<file path="src/rtl/gf_pkg.sv">
// Shared GF(2^8) definitions for the divide-by-2^k datapath: field constants,
// controller state encoding and the single-step halving function.
package gf_pkg;

    localparam logic [8:0] GF_POLY  = 9'h11D;
    localparam logic [7:0] GF_HMASK = GF_POLY[8:1];

    typedef enum logic [1:0] {
        IDLE,
        RUN,
        DONE
    } state_t;

    // Inverse of xtime: drop the low bit, folding the reduction back in when it was set.
    function automatic logic [7:0] gf_half_m(input logic [7:0] x, input logic [7:0] hmask);
        return (x >> 1) ^ (x[0] ? hmask : 8'h00);
    endfunction

    function automatic logic [7:0] gf_half(input logic [7:0] x);
        return gf_half_m(x, GF_HMASK);
    endfunction

endpackage

</file>
<file path="src/rtl/gf_div2_step.sv">
// One combinational GF(2^8) halving stage; passes the operand through when disabled.
module gf_div2_step
    import gf_pkg::*;
#(
    parameter logic [7:0] HMASK = GF_HMASK
) (
    input  logic       en,
    input  logic [7:0] x,
    output logic [7:0] y
);

    assign y = en ? gf_half_m(x, HMASK) : x;

endmodule

</file>
<file path="src/rtl/gf_div2_iter.sv">
// Iterative GF(2^8) a * 2^-k, SPC halvings per clock; one request in flight,
// result held in DONE until out_ready.
module gf_div2_iter
    import gf_pkg::*;
#(
    parameter logic [8:0] POLY = GF_POLY,
    parameter int         K_W  = 8,
    parameter int         SPC  = 1
) (
    input  logic           clk,
    input  logic           rst,
    input  logic           in_valid,
    output logic           in_ready,
    input  logic [7:0]     din,
    input  logic [K_W-1:0] k,
    output logic           out_valid,
    input  logic           out_ready,
    output logic [7:0]     dout,
    output logic           busy
);

    localparam logic [7:0] HMASK = POLY[8:1];

    if (!(SPC == 1 || SPC == 2 || SPC == 4)) begin : g_bad_spc
        $error("gf_div2_iter: SPC must be 1, 2 or 4");
    end

    state_t         state;
    logic [7:0]     acc;
    logic [K_W-1:0] cnt;
    logic [K_W-1:0] n_step;
    logic [K_W-1:0] cnt_next;
    logic [7:0]     chain [0:SPC];

    // Stage i only fires while i < cnt, so the last clock applies exactly cnt steps.
    assign chain[0] = acc;
    for (genvar gi = 0; gi < SPC; gi++) begin : g_stage
        gf_div2_step #(.HMASK(HMASK)) u_step (
            .en (cnt > K_W'(gi)),
            .x  (chain[gi]),
            .y  (chain[gi+1])
        );
    end

    assign n_step   = (cnt < K_W'(SPC)) ? cnt : K_W'(SPC);
    assign cnt_next = cnt - n_step;

    always_ff @(posedge clk or posedge rst) begin
        if (rst) begin
            state     <= IDLE;
            acc       <= '0;
            cnt       <= '0;
            out_valid <= 1'b0;
            dout      <= '0;
            in_ready  <= 1'b1;
            busy      <= 1'b0;
        end else begin
            case (state)
                IDLE: begin
                    if (in_valid) begin
                        acc      <= din;
                        cnt      <= k;
                        in_ready <= 1'b0;
                        busy     <= 1'b1;
                        if (k == '0) begin
                            state     <= DONE;
                            out_valid <= 1'b1;
                            dout      <= din;
                        end else begin
                            state <= RUN;
                        end
                    end
                end
                RUN: begin
                    acc <= chain[SPC];
                    cnt <= cnt_next;
                    if (cnt_next == '0) begin
                        state     <= DONE;
                        out_valid <= 1'b1;
                        dout      <= chain[SPC];
                    end
                end
                DONE: begin
                    if (out_ready) begin
                        state     <= IDLE;
                        out_valid <= 1'b0;
                        in_ready  <= 1'b1;
                        busy      <= 1'b0;
                    end
                end
                default: begin
                    state     <= IDLE;
                    out_valid <= 1'b0;
                    in_ready  <= 1'b1;
                    busy      <= 1'b0;
                end
            endcase
        end
    end

endmodule

</file>
<file path="config.mk">
export PLATFORM = sky130hd
export DESIGN_NAME = gf_div2_iter
export DESIGN_NICKNAME = d
export VERILOG_FILES = /design/src/rtl/gf_pkg.sv /design/src/rtl/gf_div2_step.sv /design/src/rtl/gf_div2_iter.sv
export SDC_FILE = /design/constraint.sdc
export NUM_CORES = 1
export LEC_CHECK = 0
export CAP_MARGIN = 15
export CORE_MARGIN = 2
export CORE_UTILIZATION = 47
export CTS_CLUSTER_SIZE = 8
export DETAILED_ROUTE_END_ITERATION = 8
export MAX_ROUTING_LAYER = met4
export PLACE_DENSITY_LB_ADDON = 0.12
export REMOVE_ABC_BUFFERS = 1
export SETUP_SLACK_MARGIN = 0.3
export SLEW_MARGIN = 20
export SYNTH_ARGS = -nofsm -noshare
export SYNTH_HDL_FRONTEND = slang
export SYNTH_SLANG_ARGS = --single-unit
</file>
<file path="constraint.sdc">
create_clock -name clk -period 10.3 [get_ports clk]
set_clock_uncertainty 0.2 [all_clocks]
set_input_delay 1.03 -clock clk [delete_from_list [all_inputs] [get_ports clk]]
set_output_delay 1.03 -clock clk [all_outputs]
set_load 0.01 [all_outputs]
</file>
==> metrics.txt, run 1 <==
status=finished clean; crit-path cells=or4_4, nor3_1, buf_4, nor2_1, inv_1, ha_1, nor4b_1, nand2_1, o221ai_1, o2111a_2, o211a_1, mux2_4; critical path arrival=about 3.8 ns; DR vias/cell=approximately 5.6; core area=3606 µm²; post-layout util=0.5975; largest net degree at the start of global routing=30; Worst setup SP type=flop; via count=1459; max-cap viol count=0; crit-path max FO=12; Worst slew margin=0.4555; Reg2Reg Capture Point=dout[2]; CTS tree=built; Boundary Pins=31; Die Ht=64.70 µm; initial antenna violation count=0; Post-Synthesis Cells=approximately 190; vias in the first global route=1454; syn_area_per_cell=9.260 µm²; slowest stage cell, crit path=or4_4; # DRC=0; Post-CTS Repair Setup Buffers=0; leading area contributor after synthesis=dfrtp_1; Overall Power=694.7 µW; H-tree depth=2; sw frac=0.3966; WP data required=10.27 ns; Die W=64.70 µm; area fraction of the dominant cell type after synthesis=0.4046; clock-pin slew on the worst setup and hold paths=0.07 ns; post-cts repair resize count=0; Synth Register Bits=29; leakage power=0.8718 nW; Post-DP Area=2034 µm²; RSZ-0062 raised after global routing=no; switching power=between 200 and 300 µW; count leader, synth=dfrtp_1; Least-Margin Pin Slew=0.8137 ns; cell internal pwr=approximately 420 µW; unique cell type count in the Yosys netlist=45; Power Density=around 320 nW/µm²; drt wl/cell=15.31 µm; critical path class=reg2reg; synth top area cells=dfrtp_1, nor2_1, mux2i_1; Final Cell Area=2155 µm²; Crit. End Element=flop; clock power share=0.182; Seq pwr share=0.360; hold path start=in_ready; area growth from synthesis to layout=24.42%; Final min period=3.808 ns; Max stage delay on crit path=0.62 ns; commonest cells in the netlist=dfrtp_1, nor2_1, nand2_1, o21ai_0, a21oi_1; GRT Total Usage=0.2221; VDD IR max=0.1545 mV; Post-synth top flop=dfrtp_1; synthesized cell area=1732 µm²; final hold violation count=0; max-slew violations=0; Worst Reg-to-Reg Cells=12; Post-synth ARST share=1.000; row count=22; Ys Warns=0; Initial Utilization=0.4802; final net count=around 230; DRT antenna net count=0; Hold WC Path Type=reg2reg; power share of the combinational group=0.458; CTS Buf Count=5; EDFF count, synth=0; worst-skew pair later-pin latency=0.29 ns; Root Driver=clkbuf_8; TritonRoute pass-1 iters=4; fraction of layout cells with a size suffix above 1=0.1362; IO buf count=30; maximum clock frequency=0.2626 GHz; # fillers=320; WHS Endpoint=in_ready; total gr overflow=0; DP HPWL=2.820 mm; worst reg2reg setup slack=around 6.5 ns; clk sinks=29; Total Wirelength=3.997 mm; hold path cells=2; sequential-to-total area share from yosys stat=0.4198; Post-CTS Hold Fix Bufs=0; RR Startpoint=cnt[3]; GPL Wtd Cong=about 0.82; Initial DRC Count=80; final worst-path cycle share=0.3698; Final setup violation count=0; sum of negative setup slack=0 ns; Ant. Diodes=0; full die area=approximately 4200 µm²; Bufs on Longest Clock Path=2; global-route wire length before repair=just under 7 mm
[stage by stage]
stage               instances  setup WS [ns]  hold slack (ns)
floorplan                 173          6.197           0.2704
global placement          253          6.617           0.2782
detailed placement        253          6.514           0.2827
CTS                       261          6.480           0.2976
global route              261          6.241           0.3104
finish                    261          6.492           0.2918
[worst max-delay path by stage]
stage / endpoint / from
floorplan: dout[1] / cnt[3]
global placement: dout[1] / cnt[3]
detailed placement: dout[3] / cnt[3]
CTS: dout[2] / cnt[3]
global route: dout[1] / cnt[3]
finish: dout[2] / cnt[3]
[placed cells by master (no fill, tap or decap), types with 3 or more instances in the layout]
cell	count
a21oi_1	13
o22a_1	3
nor4b_1	3
clkdlybuf4s50_1	30
nor3_1	4
inv_1	10
nor2_1	25
mux2_2	4
nand2_1	15
clkbuf_8	6
mux2i_1	9
o21ai_0	15
mux2_4	4
xnor2_1	4
nor4_1	3
dfrtp_1	28
[sequential cells by signal (all words and copies together), names as in the netlist]
name / count
acc: 8
out_valid: 1
dout: 8
busy: 1
cnt: 8
in_ready: 1
state: 2
[logic make-up (layout without fill, tap and decap cells)]
kind of cell	after synthesis	after routing	share of synthesized area
and+or+nand+nor	58	58	0.1575
AOI/OAI and AO/OA	53	53	0.2168
DFF	29	29	0.4198
buffers and inverters	25	51	0.06575
muxes	17	17	0.1127
xor gates and xnor gates	4	4	0.02023
adders and majority gates	1	1	0.007224
[layer usage]
| metal | vias to the layer above | routed length, µm | GRT usage |
|---|---|---|---|
| met5 | - | 0 | - |
| met4 | 0 | 37 | 0.07181 |
| li1 | 713 | - | - |
| met3 | 4 | 171 | 0.06771 |
| met1 | 712 | 1839 | 0.2664 |
| met2 | 30 | 1948 | 0.3582 |
[power groups by stage]
stage,clock network (mW),logic [mW],registers (mW)
CTS,0.129,0.321,0.248
global placement,0,0.313,0.247
finish,0.127,0.318,0.250
global route,0.135,0.355,0.260
detailed placement,0,0.319,0.250
floorplan,0,0.212,0.241
[final cells by class]
cell class / instances / area [µm²] / share of cell area
tap: 48 / 60.06 / 0.02787
timing repair buffer: 32 / 315.3 / 0.1463
inverter: 11 / 41.29 / 0.01916
clock buffer: 6 / 82.58 / 0.03833
multi-input combinational: 133 / 890.9 / 0.4135
sequential: 29 / 726.9 / 0.3374
clock inverter: 2 / 37.54 / 0.01742
[critical path, delay by kind of cell, from the launching register on]
family,cells,cell delay [ns]
compound gates,3,0.90
fa+ha+maj,1,0.22
buf+inv,2,0.29
flops,1,0.50
mux,1,0.34
simple gates,5,1.24
No activity file was read; power rests on OpenSTA's default activity.
==> run 2: changes to the inputs <==
- clock period: 10.3 -> 3.5 ns (I/O delays scaled with it)
==> metrics.txt, run 2 (synthesis results as in run 1) <==
max-cap viol count=0; DP HPWL=2.894 mm; Storage cell area=726.9 µm²; WP data required=3.47 ns; VDD IR max=0.5728 mV; global-route wire length before repair=roughly 6.7 mm; global route hottest layer=met2; drt wl/cell=between 15 and 20 µm; final hold violation count=0; clk sinks=29; fin cells=271; Initial DRC Count=149; leakage power=0.9350 nW; met1 Resource Use GR=0.2832; H-tree depth=2; Die W=64.70 µm; GPL Wtd Cong=0.9217; TritonRoute pass-1 iters=4; max-slew violations=0; commonest non-fill, non-tap cell in the layout=clkdlybuf4s50_1; full die area=4186 µm²; Hold WC Path Type=in2async; # fillers=317; CTS Buf Count=5; core area=3606 µm²; fin worst setup slack=approximately 0.42 ns; CP delay by family, top=simple AND/OR/NAND/NOR gates; sum of negative setup slack=0 ns; DRT antenna net count=0; Bufs on Longest Clock Path=2; cell count after placement=about 260; via count=1503; clock-pin slew on the worst setup and hold paths=0.07 ns; Crit. End Element=flop; IO buf count=30; Post-CTS Hold Fix Bufs=0; maximum clock frequency=approximately 0.32 GHz; worst-skew pair later-pin latency=~0.29 ns; M3 GR Usage=0.05208; Power Density=958.7 nW/µm²; Overall Power=between 2 and 2.5 mW; # DRC=0; Ant. Diodes=0; Max stage delay on crit path=~0.6 ns; Worst slew margin=0.4818; Critical path origin=cnt[3]; Place WS=0.06680 ns; Die Ht=64.70 µm; slowest stage cell, crit path=or4_4; GRT Total Usage=0.2164; Multi-input gate area=943.4 µm²; commonest non-fill, non-tap cells in the layout=clkdlybuf4s50_1, dfrtp_1, nor2_1; final net count=between 200 and 250; critical path class=reg2reg; worst reg2reg setup slack=0.42 ns; status=finished clean; Final setup violation count=0; CTS tree=built; initial antenna violation count=0; Initial Utilization=0.4802; largest registers=acc x8, cnt x8, dout x8; crit-path max FO=7; RSZ-0062 raised after global routing=no; Final Cell Area=2296 µm²; Least-Margin Pin Slew=0.7744 ns; Total Wirelength=between 4 and 5 mm; global-route track usage on met2=0.3312; crit path buf inv count=1; row count=22; Final min period=~3.1 ns; Root Driver=clkbuf_8; Worst setup SP type=flop; RR Startpoint=cnt[3]; Post-DP Area=between 2000 and 2500 µm²; critical path arrival=3.05 ns; total gr overflow=0; Boundary Pins=31; final worst-path cycle share=0.8793; DR vias/cell=5.546; crit-path cells=or4_4, nor3_4, nor2_1, inv_1, ha_4, nor4b_4, nand2_1, o221ai_2, o2111a_2, o211a_4, mux2_4; largest net degree at the start of global routing=30; vias in the first global route=between 1000 and 1500; area growth from synthesis to layout=32.59%; fraction of layout cells with a size suffix above 1=0.1973
==> run 2: routing by layer <==
metal  vias to the layer above  share of wire
met5                         -              0
met3                         5          0.045
li1                        733              -
met2                        33           0.49
met4                         0          0.012
met1                       732           0.45
==> run 2: final cells by class <==
| type | count | area share |
|---|---|---|
| Multi-Input combinational cell | 133 | 0.4109 |
| Sequential cell | 29 | 0.3166 |
| Timing Repair Buffer | 42 | 0.1700 |
| Clock buffer | 5 | 0.02997 |
| Clock inverter | 3 | 0.02834 |
| Tap cell | 48 | 0.02616 |
| Inverter | 11 | 0.01798 |
==> run 2: timing repair <==
action                     CTS  global route
pin swaps                    0             2
setup buffers                0             2
setup endpoints to repair    9             9
resized for setup            4             5
==> run 2: power breakdown <==
group / switching [mW] / internal, mW
combinational: 0.521 / 0.572
clock: 0.132 / 0.283
sequential: 0.186 / 0.508
total: 0.839 / 1.36
==> run 2: final timing paths <==
path | endpoint | cells past startpoint
max in group asynchronous | acc[4] | 2
max reg2reg | dout[7] | 11
min in group clk | in_ready | 2
max | dout[7] | 11
min | dout[0] | 2
min reg2reg | in_ready | 2
==> run 2: metrics by stage <==
stage,hold WS [ns],utilization
5_1_grt,0.3139,0.6367
6_report,0.2581,0.6367
3_3_place_gp,0.2705,0.5808
4_1_cts,0.2966,0.6232
3_5_place_dp,0.2829,0.5808
2_1_floorplan,0.2274,-
